## src/rtl/imm_gen_pkg.sv

```systemverilog
// Shared types and opcode constants for the pipelined immediate generator.
// Optional CSR-immediate decode is enabled by defining IMM_GEN_CSR_EN.
package imm_gen_pkg;

  typedef enum logic [2:0] {
    IMM_NONE = 3'd0,
    IMM_I    = 3'd1,
    IMM_S    = 3'd2,
    IMM_B    = 3'd3,
    IMM_U    = 3'd4,
    IMM_J    = 3'd5,
    IMM_Z    = 3'd6
  } imm_type_e;

  localparam logic [6:0] OP_LOAD   = 7'b0000011;
  localparam logic [6:0] OP_IMM    = 7'b0010011;
  localparam logic [6:0] OP_STORE  = 7'b0100011;
  localparam logic [6:0] OP_BRANCH = 7'b1100011;
  localparam logic [6:0] OP_JAL    = 7'b1101111;
  localparam logic [6:0] OP_JALR   = 7'b1100111;
  localparam logic [6:0] OP_LUI    = 7'b0110111;
  localparam logic [6:0] OP_AUIPC  = 7'b0010111;
  localparam logic [6:0] OP_REG    = 7'b0110011;
  localparam logic [6:0] OP_SYSTEM = 7'b1110011;

endpackage

```

## src/rtl/imm_gen_pipe_if.sv

```systemverilog
// Decode-side bundle: instruction in, immediate/type/illegal out, valid/ready
// handshakes on both sides plus the mispredict flush.
interface imm_gen_pipe_if
  import imm_gen_pkg::*;
#(
  parameter int XLEN = 32
);
  logic            flush;
  logic            in_valid;
  logic            in_ready;
  logic [31:0]     inst_code;
  logic            out_valid;
  logic            out_ready;
  logic [XLEN-1:0] Imm_out;
  imm_type_e       imm_type;
  logic            illegal;

  modport master (
    output flush, in_valid, inst_code, out_ready,
    input  in_ready, out_valid, Imm_out, imm_type, illegal
  );

  modport slave (
    input  flush, in_valid, inst_code, out_ready,
    output in_ready, out_valid, Imm_out, imm_type, illegal
  );
endinterface

```

## src/rtl/imm_gen_pipe_decode.sv

```systemverilog
// Combinational RV32 opcode decode to {immediate, format tag, illegal}.
// With IMM_GEN_CSR_EN defined, CSR*I instructions yield the zero-extended uimm.
module imm_decode
  import imm_gen_pkg::*;
#(
  parameter int XLEN = 32
) (
  input  logic [31:0]            inst_i,
  output logic signed [XLEN-1:0] imm_o,
  output imm_type_e              type_o,
  output logic                   illegal_o
);

  function automatic logic signed [XLEN-1:0] sext32(input logic signed [31:0] v);
    return XLEN'(v);
  endfunction

  function automatic logic signed [XLEN-1:0] zext5(input logic [4:0] v);
    logic signed [XLEN-1:0] r;
    r      = '0;
    r[4:0] = v;
    return r;
  endfunction

  logic s;
  assign s = inst_i[31];

  always_comb begin
    imm_o     = '0;
    type_o    = IMM_NONE;
    illegal_o = 1'b0;
    case (inst_i[6:0])
      OP_LOAD, OP_IMM, OP_JALR: begin
        type_o = IMM_I;
        imm_o  = sext32({{20{s}}, inst_i[31:20]});
      end
      OP_STORE: begin
        type_o = IMM_S;
        imm_o  = sext32({{20{s}}, inst_i[31:25], inst_i[11:7]});
      end
      OP_BRANCH: begin
        type_o = IMM_B;
        imm_o  = sext32({{19{s}}, s, inst_i[7], inst_i[30:25], inst_i[11:8], 1'b0});
      end
      OP_LUI, OP_AUIPC: begin
        type_o = IMM_U;
        imm_o  = sext32({inst_i[31:12], 12'b0});
      end
      OP_JAL: begin
        type_o = IMM_J;
        imm_o  = sext32({{11{s}}, s, inst_i[19:12], inst_i[20], inst_i[30:21], 1'b0});
      end
      OP_REG: begin
        type_o = IMM_NONE;
      end
      OP_SYSTEM: begin
`ifdef IMM_GEN_CSR_EN
        // funct3[2] selects the immediate CSR forms; the rest carry no immediate
        if (inst_i[14]) begin
          type_o = IMM_Z;
          imm_o  = zext5(inst_i[19:15]);
        end
`else
        illegal_o = 1'b1;
`endif
      end
      default: begin
        illegal_o = 1'b1;
      end
    endcase
  end

endmodule

```

## src/rtl/imm_gen_pipe.sv

```systemverilog
// STAGES-deep elastic pipeline around imm_decode with flush and backpressure.
// Optional CSR-immediate decode (IMM_GEN_CSR_EN) lives in imm_decode.
module imm_gen_pipe
  import imm_gen_pkg::*;
#(
  parameter int XLEN   = 32,
  parameter int STAGES = 1
) (
  input logic           clk,
  input logic           reset,
  imm_gen_pipe_if.slave bus
);

  logic signed [XLEN-1:0] dec_imm;
  imm_type_e              dec_type;
  logic                   dec_ill;

  imm_decode #(.XLEN(XLEN)) u_decode (
    .inst_i    (bus.inst_code),
    .imm_o     (dec_imm),
    .type_o    (dec_type),
    .illegal_o (dec_ill)
  );

  logic [STAGES-1:0]      ld;
  logic [STAGES-1:0]      vld_q, vld_d;
  logic signed [XLEN-1:0] imm_q  [STAGES];
  logic signed [XLEN-1:0] imm_d  [STAGES];
  imm_type_e              type_q [STAGES];
  imm_type_e              type_d [STAGES];
  logic                   ill_q  [STAGES];
  logic                   ill_d  [STAGES];

  // A stage may load when the consumer drains, or some stage at/after it is
  // empty: that lets bubbles collapse under a stalled output.
  always_comb begin
    logic all_full;
    all_full = 1'b1;
    ld       = '0;
    for (int k = STAGES - 1; k >= 0; k--) begin
      all_full = all_full & vld_q[k];
      ld[k]    = bus.out_ready | ~all_full;
    end
  end

  always_comb begin
    vld_d  = vld_q;
    imm_d  = imm_q;
    type_d = type_q;
    ill_d  = ill_q;
    for (int k = 0; k < STAGES; k++) begin
      if (ld[k]) begin
        if (k == 0) begin
          vld_d[k]  = bus.in_valid;
          imm_d[k]  = dec_imm;
          type_d[k] = dec_type;
          ill_d[k]  = dec_ill;
        end else begin
          vld_d[k]  = vld_q[(k == 0) ? 0 : k - 1];
          imm_d[k]  = imm_q[(k == 0) ? 0 : k - 1];
          type_d[k] = type_q[(k == 0) ? 0 : k - 1];
          ill_d[k]  = ill_q[(k == 0) ? 0 : k - 1];
        end
      end
    end
    if (bus.flush) vld_d = '0;
  end

  always_ff @(posedge clk or posedge reset) begin
    if (reset) begin
      vld_q  <= '0;
      imm_q  <= '{default: '0};
      type_q <= '{default: IMM_NONE};
      ill_q  <= '{default: 1'b0};
    end else begin
      vld_q  <= vld_d;
      imm_q  <= imm_d;
      type_q <= type_d;
      ill_q  <= ill_d;
    end
  end

  // Flush discards whatever is offered, so accepting it is always safe.
  assign bus.in_ready  = ld[0] | bus.flush;
  assign bus.out_valid = vld_q[STAGES-1];
  assign bus.Imm_out   = imm_q[STAGES-1];
  assign bus.imm_type  = type_q[STAGES-1];
  assign bus.illegal   = ill_q[STAGES-1];

endmodule

```

## src/flat_wrapper.sv

```systemverilog
// flat-port wrapper written by rule: the top's interface ports become plain ports
module imm_gen_pipe_flat import imm_gen_pkg::*;
#(
  parameter int XLEN   = 32,
  parameter int STAGES = 1
)
  (clk, reset, bus_flush, bus_in_valid, bus_inst_code, bus_out_ready, bus_in_ready, bus_out_valid, bus_Imm_out, bus_imm_type, bus_illegal);
  imm_gen_pipe_if #(.XLEN(XLEN)) bus_i ();
  input logic clk;
  input logic reset;
  input wire logic [$bits(bus_i.flush)-1:0] bus_flush;
  input wire logic [$bits(bus_i.in_valid)-1:0] bus_in_valid;
  input wire logic [$bits(bus_i.inst_code)-1:0] bus_inst_code;
  input wire logic [$bits(bus_i.out_ready)-1:0] bus_out_ready;
  output wire logic [$bits(bus_i.in_ready)-1:0] bus_in_ready;
  output wire logic [$bits(bus_i.out_valid)-1:0] bus_out_valid;
  output wire logic [$bits(bus_i.Imm_out)-1:0] bus_Imm_out;
  output wire logic [$bits(bus_i.imm_type)-1:0] bus_imm_type;
  output wire logic [$bits(bus_i.illegal)-1:0] bus_illegal;
  assign bus_i.flush = bus_flush;
  assign bus_i.in_valid = bus_in_valid;
  assign bus_i.inst_code = bus_inst_code;
  assign bus_i.out_ready = bus_out_ready;
  assign bus_in_ready = bus_i.in_ready;
  assign bus_out_valid = bus_i.out_valid;
  assign bus_Imm_out = bus_i.Imm_out;
  assign bus_imm_type = bus_i.imm_type;
  assign bus_illegal = bus_i.illegal;
  imm_gen_pipe #(.XLEN(XLEN), .STAGES(STAGES)) u_core (.clk(clk), .reset(reset), .bus(bus_i));
endmodule
```

## config.mk

```make
export PLATFORM = sky130hd
export DESIGN_NAME = imm_gen_pipe_flat
export DESIGN_NICKNAME = d
export VERILOG_FILES = /design/src/rtl/imm_gen_pkg.sv /design/src/rtl/imm_gen_pipe_if.sv /design/src/rtl/imm_gen_pipe_decode.sv /design/src/rtl/imm_gen_pipe.sv /design/src/flat_wrapper.sv
export SDC_FILE = /design/constraint.sdc
export NUM_CORES = 1
export LEC_CHECK = 0
export CAP_MARGIN = 40
export CORE_AREA = 8 8 70 85
export CTS_BUF_LIST = sky130_fd_sc_hd__clkbuf_4 sky130_fd_sc_hd__clkbuf_8
export DETAILED_ROUTE_END_ITERATION = 12
export DIE_AREA = 0 0 78 93
export GPL_ROUTABILITY_DRIVEN = 1
export GPL_TIMING_DRIVEN = 0
export PLACE_DENSITY_LB_ADDON = 0.05
export SLEW_MARGIN = 40
export SYNTH_ARGS = -nofsm -noshare
export SYNTH_HDL_FRONTEND = slang
export SYNTH_HIERARCHICAL = 1
export SYNTH_SLANG_ARGS = --single-unit
```

## constraint.sdc

```tcl
create_clock -name clk -period 1.26 [get_ports clk]
set_input_delay 0.252 -clock clk [delete_from_list [all_inputs] [get_ports clk]]
set_output_delay 0.252 -clock clk [all_outputs]
set_load 0.03 [all_outputs]
```

# Word-level counts from Yosys, hierarchy flattened
# Cells that the tools add are included.
# W data, S select, Z words.
[totals]
regBits = 37
latch_bits = 0
ramBits = 0
romBits = 0
in_bits = 37
n_memories = 0
[classes]
addsub = 0
multipliers = 0
div_mod_pow = 0
order_cmp = 0
eq_ne = 9
shift = 0
muxes = 5
bitwise = 3
reduce_logical = 4
[op_table]
columns = ["operator", "count"]
rows = [
  ["$pmux W32 S5", 1],
  ["$eq A7 B6 Y1 const B", 3],
  ["$eq A7 B7 Y1 const B", 3],
  ["$pmux W3 S5", 1],
  ["$eq A7 B5 Y1 const B", 2],
  ["$reduce_or A9 Y1", 1],
  ["$eq A7 B2 Y1 const B", 1],
  ["$mux W1", 3],
  ["$reduce_or A3 Y1", 1],
  ["$or A1 B1 Y1", 2],
  ["$reduce_bool A2 Y1", 1],
  ["$reduce_or A2 Y1", 1],
  ["$not A1 Y1", 1],
]

# Longest topological paths before layout
# Gate-level depths: netlist of run 1.
[depth]
word_depth = 4
depth_mapped = 7
mapped_depth_nobuf = 4

# By module
# The synthesis of run 1 kept the hierarchy.
[modules_own_cells]
columns = ["mod", "instances", "cells_per_inst", "area_per_inst_um2"]
rows = [
  ["imm_gen_pipe", 1, 82, 1470.2],
  ["imm_decode", 1, 91, 574.3],
]

# Worst setup path after synthesis of run 1
# OpenSTA, ideal clock, no wires.
[synth_timing]
kind = "input port to flip-flop"
startpoint = "in bus_inst_code[5]"
endpoint = "reg u_core.imm_q (netlist bit u_core/bus.Imm_out[20])"
arrival_ps = 1654
t_required_ps = 1195
slack_ps = -458
stages = 7
n_path_buf = 3
path_cell_list = "buf_6 -> mux2_4 -> or4b_1 -> buf_2 -> buf_6 -> o21ai_2 -> mux2_4"
[synth_via]
elab_chain_cells = 3
[synth_lines]
columns = ["item", "line", "rtl"]
rows = [
  ["start, declared", "flat_wrapper.sv:13", "input wire logic [$bits(bus_i.inst_code)-1:0] bus_inst_code;"],
  ["$eq A7 B2 Y1, or another cell as far along", "imm_gen_pipe_decode.sv:32", "case (inst_i[6:0])"],
  ["$reduce_or A3 Y1 or $reduce_or A2 Y1 (tied branches)", "imm_gen_pipe_decode.sv:32", ""],
  ["$pmux W32 S5 (*)", "imm_gen_pipe_decode.sv:32", ""],
  ["net u_core.dec_imm[20]", "imm_gen_pipe.sv:14", "logic signed [XLEN-1:0] dec_imm;"],
  ["end signal, assigned", "imm_gen_pipe.sv:77", "imm_q <= imm_d;"],
  ["end, declared", "imm_gen_pipe.sv:27", "logic signed [XLEN-1:0] imm_q [STAGES];"],
]
# The timed path passes the listed nets; every way through them passes the cells marked *.
# A chain may end at the register's enable or synchronous reset.

# Worst setup path in the final report of run 1
[layout_timing]
startpoint = "reg u_core.vld_q (netlist: u_core/bus.out_valid)"
endpoint = "out bus_in_ready"
[layout_via]
elab_chain_cells = 3
[layout_lines]
columns = ["item", "line", "rtl"]
rows = [
  ["start, declared", "imm_gen_pipe.sv:26", "logic [STAGES-1:0] vld_q, vld_d;"],
  ["start signal, assigned", "imm_gen_pipe.sv:76", "vld_q <= vld_d;"],
  ["$not A1 Y1", "imm_gen_pipe.sv:42", "ld[k] = bus.out_ready | ~all_full;"],
  ["$or A1 B1 Y1", "imm_gen_pipe.sv:42", ""],
  ["$or A1 B1 Y1", "imm_gen_pipe.sv:84", "assign bus.in_ready = ld[0] | bus.flush;"],
  ["end, declared", "flat_wrapper.sv:15", "output wire logic [$bits(bus_i.in_ready)-1:0] bus_in_ready;"],
]
# No other way between the ends.

==> results.md, run 1 <==
* Fin area at 3396 um2
* CP required at 1010 ps
* Mapped Cells at 173
* Power after layout at approximately 0.0027 W
* Crit-path slowest cell: dfrtp_2
* Ant diodes at 0
* Post-DP Area at 2938 um2
* Slew @ Worst Pin at 428.7 ps
* Placement row count at 28
* Final Critical Period at around 1600 ps
* CTS Root Cell: clkbuf_8
* Crit-path max FO at 2
* Final #Nets at 303
* Fin Clk Skew at 4.626 ps
* Worst VDD drop at 0.7882 mV
* Clock slew at reported path FFs at 70 ps
* Initial Util at 0.4355
* Fill cells at 338
* Crit path cell chain: nand2b_4 > buf_12 > buf_12 > or2_4 > buf_6
* Post-synth EDFFs at 0
* Hold Path Class: primary input to asynchronous set/reset pin
* GPL Wtd Cong at 0.8071
* Fmax at 634.2 MHz
* Antenna Nets Post-Route at 0
* Final worst slack at -316.7 ps
* Synth top area share at 0.4529
* Max Slew Vio Count at 0
* Initial antenna violation count at 0
* Ranking of synthesized cells by area: dfrtp_1, mux2_4, mux2_2, a21o_1, nand3_1
* DIE WIDTH at 78 um
* DRC at 0
* Core region area at 4695 um2
* DIE HEIGHT at ~93 um
* HPWL Detailed at a little under 4000 um
* Multi-input gate area at between 1000 and 1500 um2
* Clock latency on the worst-skew pair at 290 ps
* Worst path buffer plus inverter count at 3
* Grt total ovfl at 0
* Global-route wire length before repair at 9549 um
* Slew HR at 0.7138
* Drt wl/cell at 18.61 um
* Crit path DAT at 1320 ps
* Path depth of the worst reg2reg path at 5
* Status: finished, violations left
* Register-to-register setup slack at -140 ps
* Clock tree buffer depth at 2
* Final period util at 1.251
* # Max-Cap Violations at 0
* Synthesized flop and latch total at 37
* Failing checks: setup timing
* CTS Hold Bufs at 0
* GRT Util Overall at 0.1643
* Max stage delay on crit path at about 380 ps
* Most used cell, CP: buf_12
* Mapped cell area at roughly 2000 um2
* Sequential cell area at approximately 930 um2
* DRT iter0 DRCs at 34
* End of the worst register-to-register path: u_core/bus.Imm_out[23]
* RSZ-0062 raised after global routing: true
* Sequential area share after synthesis at 0.4529
* Power per cell area at 787.3 nW/um2
* Vias in the first global route at 1834
* Total CTS buffers at 5
* Drt first pass iters at 4
* Routed vias at 1691
* CP endpoint kind: primary output
* YS warnings at 6
* TritonCTS Sinks at 37
* Pre-CTS WS at -993.7 ps
* Vias per cell at roughly 5.2
* Unique masters post-synth at 34
* Layout cell share with drive strength beyond 1 at 0.5393
* Hold Fails Final Rpt at 0
* FF-to-FF Start: u_core/bus.out_valid
* # IOs at 75
* Critical Path Start Type: flop
* CP top delay family: flip-flops
* Leakage at 1.669 nW
* Synth async-reset ratio at 1.000
* Area growth syn-to-layout at 66.10%
* Die area at around 7300 um2
* Primary FF master, synth: dfrtp_1
* Largest net degree at the start of global routing at 22
* Setup violators final at 32
* DRT Wirelength at approximately 6100 um
* Synthesized Nets at 210
* Mean Syn Cell Area at about 12 um2
* Crit Path Category: flop to primary output
* Largest area contributor in the netlist: dfrtp_1
* H-tree levels at 2
* CTS tree: done
* Setup TNS at -4379 ps
* # port buffers at 73
synthesized netlist by cell type (2+ instances only):
cell	n
dfrtp_1	37
o21ai_2	4
nand2b_1	3
nor2b_1	2
nor2_1	7
clkbuf_1	6
mux2_4	19
nor3_1	2
a22o_1	5
mux2_2	18
buf_2	2
buf_6	5
and3b_1	2
a21o_1	10
o21ai_0	8
nand4b_1	3
a21oi_1	2
nand3_1	13
inv_1	10
state kept, by name (all words and copies together) (netlist names):
register,flops
u_core/bus.illegal,1
u_core/bus.out_valid,1
u_core/bus.imm_type,3
u_core/bus.Imm_out,32
final cells by class:
class                      instances  share of cell area
buffer                            11             0.04422
clock inverter                     2            0.002948
multi-input combinational        113              0.3416
timing repair buffer              88              0.2826
inverter                          10             0.01105
sequential                        37              0.2730
clock buffer                       6             0.02248
tap                               60             0.02211
worst reg2reg max path, cell delays in order, from the launching register on:
cell and delay [ps]:
dfrtp_2 420, nand2b_4 80, buf_12 100, buf_4 190, buf_12 170, mux2_4 310
report_power, final:
group / switching, W / internal [W]
sequential: 0.0000184 / 0.00122
clock: 0.000425 / 0.000405
combinational: 0.000288 / 0.000319
what timing repair did:
action                     CTS  global route
pin swaps                    8             2
gates cloned                 1             2
setup endpoints to repair   74            40
setup buffers                9             3
resized for setup          188            17
worst max-delay path by stage:
stage | slack (ps) | start | end | cells after the start
after global routing | -360 | u_core/bus.out_valid | bus_in_ready | 5
final | -320 | u_core/bus.out_valid | bus_in_ready | 5
after detailed placement | -990 | bus_inst_code[2] | u_core/bus.Imm_out[30] | 8
after CTS | -330 | u_core/bus.out_valid | bus_in_ready | 5
after global placement | -1040 | bus_inst_code[4] | u_core/bus.Imm_out[14] | 5
after floorplan | -430 | bus_inst_code[5] | u_core/bus.Imm_out[20] | 7
layer usage:
layer | vias up | wire [um] | GRT usage
li1 | 806 | - | -
met4 | 0 | 61 | 0.05728
met2 | 48 | 2933 | 0.2701
met1 | 833 | 2694 | 0.1953
met3 | 4 | 397 | 0.05662
met5 | - | 0 | 0
logic make-up after synthesis:
family	synth area share
AO/OA/AOI/OAI	0.1248
multiplexers	0.2387
buffers and inverters	0.06365
AND/OR/NAND/NOR	0.1200
flip-flops	0.4529
through the flow:
stage            util  hold slack, ps  cells
6_report       0.7233           288.0    327
5_1_grt        0.7233           314.6    327
4_1_cts        0.7047           276.2    322
3_5_place_dp   0.6258           494.6    307
3_3_place_gp   0.6189           489.4    306
2_1_floorplan       -           311.5    173
cell usage in the layout (no fill, tap or decap), types with 7 or more instances in the layout:
master           synthesis  routed
clkdlybuf4s50_1          0      27
mux2_2                  18      11
buf_6                    5       7
dfrtp_1                 37      36
o21ai_2                  4       8
mux2_4                  19      26
nand3_1                 13      13
clkdlybuf4s15_2          0      35
inv_1                   10       9
a21o_1                  10      10
Power figures use the tool's default switching activity.
==> run 2, diff against run 1 <==
Settings changed: CORE_AREA 8 8 70 85 to 8 8 96 63, DIE_AREA 0 0 78 93 to 0 0 104 71.
==> run 2 against run 1 <==
  * The flow still finishes with violations (setup timing)
  * Via count fell by 0.83%
  * Hold slack got worse by 59 ps
  * Utilization fell by 1.7 points
  * Cell count rose by 1.2%
  * Worst setup slack got worse by 5.0 ps
  * First-iteration DRC count increased by 140%
  * Highest routed layer unchanged
==> results.md, run 2 (synthesis results as in run 1) <==
* Total CTS buffers at 5
* Clock tree buffer depth at 2
* Slew @ Worst Pin at 392.9 ps
* GPL Wtd Cong at approximately 0.78
* DRT Wirelength at 5747 um
* Vias in the first global route at 1825
* Fmax at 632.2 MHz
* Power per cell area at just under 800 nW/um2
* DRC at 0
* Routed vias at 1677
* # IOs at 75
* DIE HEIGHT at between 70 and 80 um
* End of the worst register-to-register path: u_core/bus.Imm_out[20]
* Fin Clk Skew at 4.936 ps
* Clock latency on the worst-skew pair at roughly 280 ps
* Layout cell share with drive strength beyond 1 at 0.5396
* Failing checks: setup timing
* Final Util at 0.7061
* Crit path DAT at 1330 ps
* Core region area at 4755 um2
* HPWL Detailed at 4026 um
* # Max-Cap Violations at 0
* Drt wl/cell at 17.36 um
* Initial Util at 0.4300
* Crit-path max FO at 4
* Fill cells at 354
* Clock slew at reported path FFs at approximately 70 ps
* Register-to-register setup slack at -150 ps
* Initial antenna violation count at 0
* CP required at 1010 ps
* TritonCTS Sinks at 37
* Grt total ovfl at 0
* Commonest non-fill, non-tap cell in the layout: dfrtp_1
* Hold Path Class: primary input to asynchronous set/reset pin
* Status: finished, violations left
* Leakage at 1.653 nW
* Drt first pass iters at 4
* Vias per cell at 5.066
* Die area at 7384 um2
* WHS at around 230 ps
* Largest net degree at the start of global routing at 26
* Crit Path Category: flop to primary output
* CP endpoint kind: primary output
* Hold Fails Final Rpt at 0
* Area growth syn-to-layout at 64.20%
* Placement row count at 20
* GRT Util Overall at 0.1600
* FF-to-FF Start: u_core/bus.out_valid
* Path depth of the worst reg2reg path at 5
* Final #Nets at roughly 300
* Global-route wire length before repair at ~9600 um
* Setup violators final at 37
* Ant diodes at 0
* Max Slew Vio Count at 0
* DRT iter0 DRCs at 82
* Final worst slack at -321.7 ps
* CTS tree: done
* DIE WIDTH at 104 um
* Worst VDD drop at 0.5866 mV
* Sequential cell area at 927.1 um2
* Slew HR at 0.7377
* Largest register FFs at 32
* RSZ-0062 raised after global routing: true
* H-tree levels at 2
* Final period util at 1.255
* Critical Path Start Type: flop
* Commonest non-fill, non-tap cells in the layout: dfrtp_1, clkdlybuf4s15_2, clkdlybuf4s50_1, mux2_4, nand3_1
* CTS Root Cell: clkbuf_8
* Multi-input gate area at 1151 um2
* # port buffers at 73
* Antenna Nets Post-Route at 0
* Final Critical Period at between 1500 and 2000 ps
[run 2: power by group]
| part | total, W | switching (W) | leakage [nW] | internal (W) |
|---|---|---|---|---|
| logic | 0.000583 | 0.000280 | 1.10 | 0.000303 |
| clock network | 0.000813 | 0.000408 | 0.0484 | 0.000405 |
| registers | 0.00124 | 0.0000182 | 0.505 | 0.00122 |
[run 2: worst max-delay path by stage]
stage / from / to / slack [ps] / depth (start not counted)
2_1_floorplan: bus_inst_code[5] / u_core/bus.Imm_out[20] / -430 / 7
3_3_place_gp: bus_inst_code[4] / u_core/bus.Imm_out[31] / -1100 / 5
3_5_place_dp: bus_inst_code[2] / u_core/bus.Imm_out[6] / -980 / 8
4_1_cts: u_core/bus.out_valid / bus_in_ready / -330 / 5
5_1_grt: u_core/bus.out_valid / bus_in_ready / -360 / 5
6_report: u_core/bus.out_valid / bus_in_ready / -320 / 5
[run 2: layout make-up]
type	count	share of cell area
Buffer	11	0.04435
Clock inverter	2	0.002982
Tap cell	66	0.02460
Inverter	10	0.01118
Sequential cell	37	0.2762
Multi-Input combinational cell	112	0.3429
Clock buffer	6	0.02274
Timing Repair Buffer	87	0.2751
[run 2: what timing repair did]
item | in CTS | in global routing
gates resized for setup | 193 | 11
pin swaps | 9 | 2
gates cloned | 1 | 0
setup endpoints to repair | 74 | 41
setup buffers | 13 | 0
hold buffers | 0 | 0
[run 2: worst max-delay path: stages, from the launching register on]
cell and delay, ps:
dfrtp_2 380, nand2b_4 70, buf_12 120, buf_12 120, or2_4 220, buf_6 130
[run 2: metrics by stage]
step / area [um2] / setup slack, ps / instances / TNS [ps] / total power, W
after detailed placement: 2938 / -982.9 / 313 / -31080 / 0.001774
final: 3357 / -321.7 / 331 / -4610 / 0.002633
after global routing: 3357 / -361.2 / 331 / -5602 / 0.002755
after CTS: 3367 / -330.9 / 332 / -5254 / 0.002653
after floorplan: 2100 / -428.8 / 173 / -9669 / 0.001528
after global placement: 2913 / -1101 / 312 / -59020 / 0.001764
[run 2: metal layers]
layer | GRT usage | routed length (um) | vias up | share of wire
met5 | 0 | 0 | - | 0
met3 | 0.05802 | 373 | 5 | 0.065
met1 | 0.2194 | 2957 | 819 | 0.51
met2 | 0.2365 | 2381 | 49 | 0.41
li1 | - | - | 804 | -
met4 | 0.02871 | 34 | 0 | 0.0059
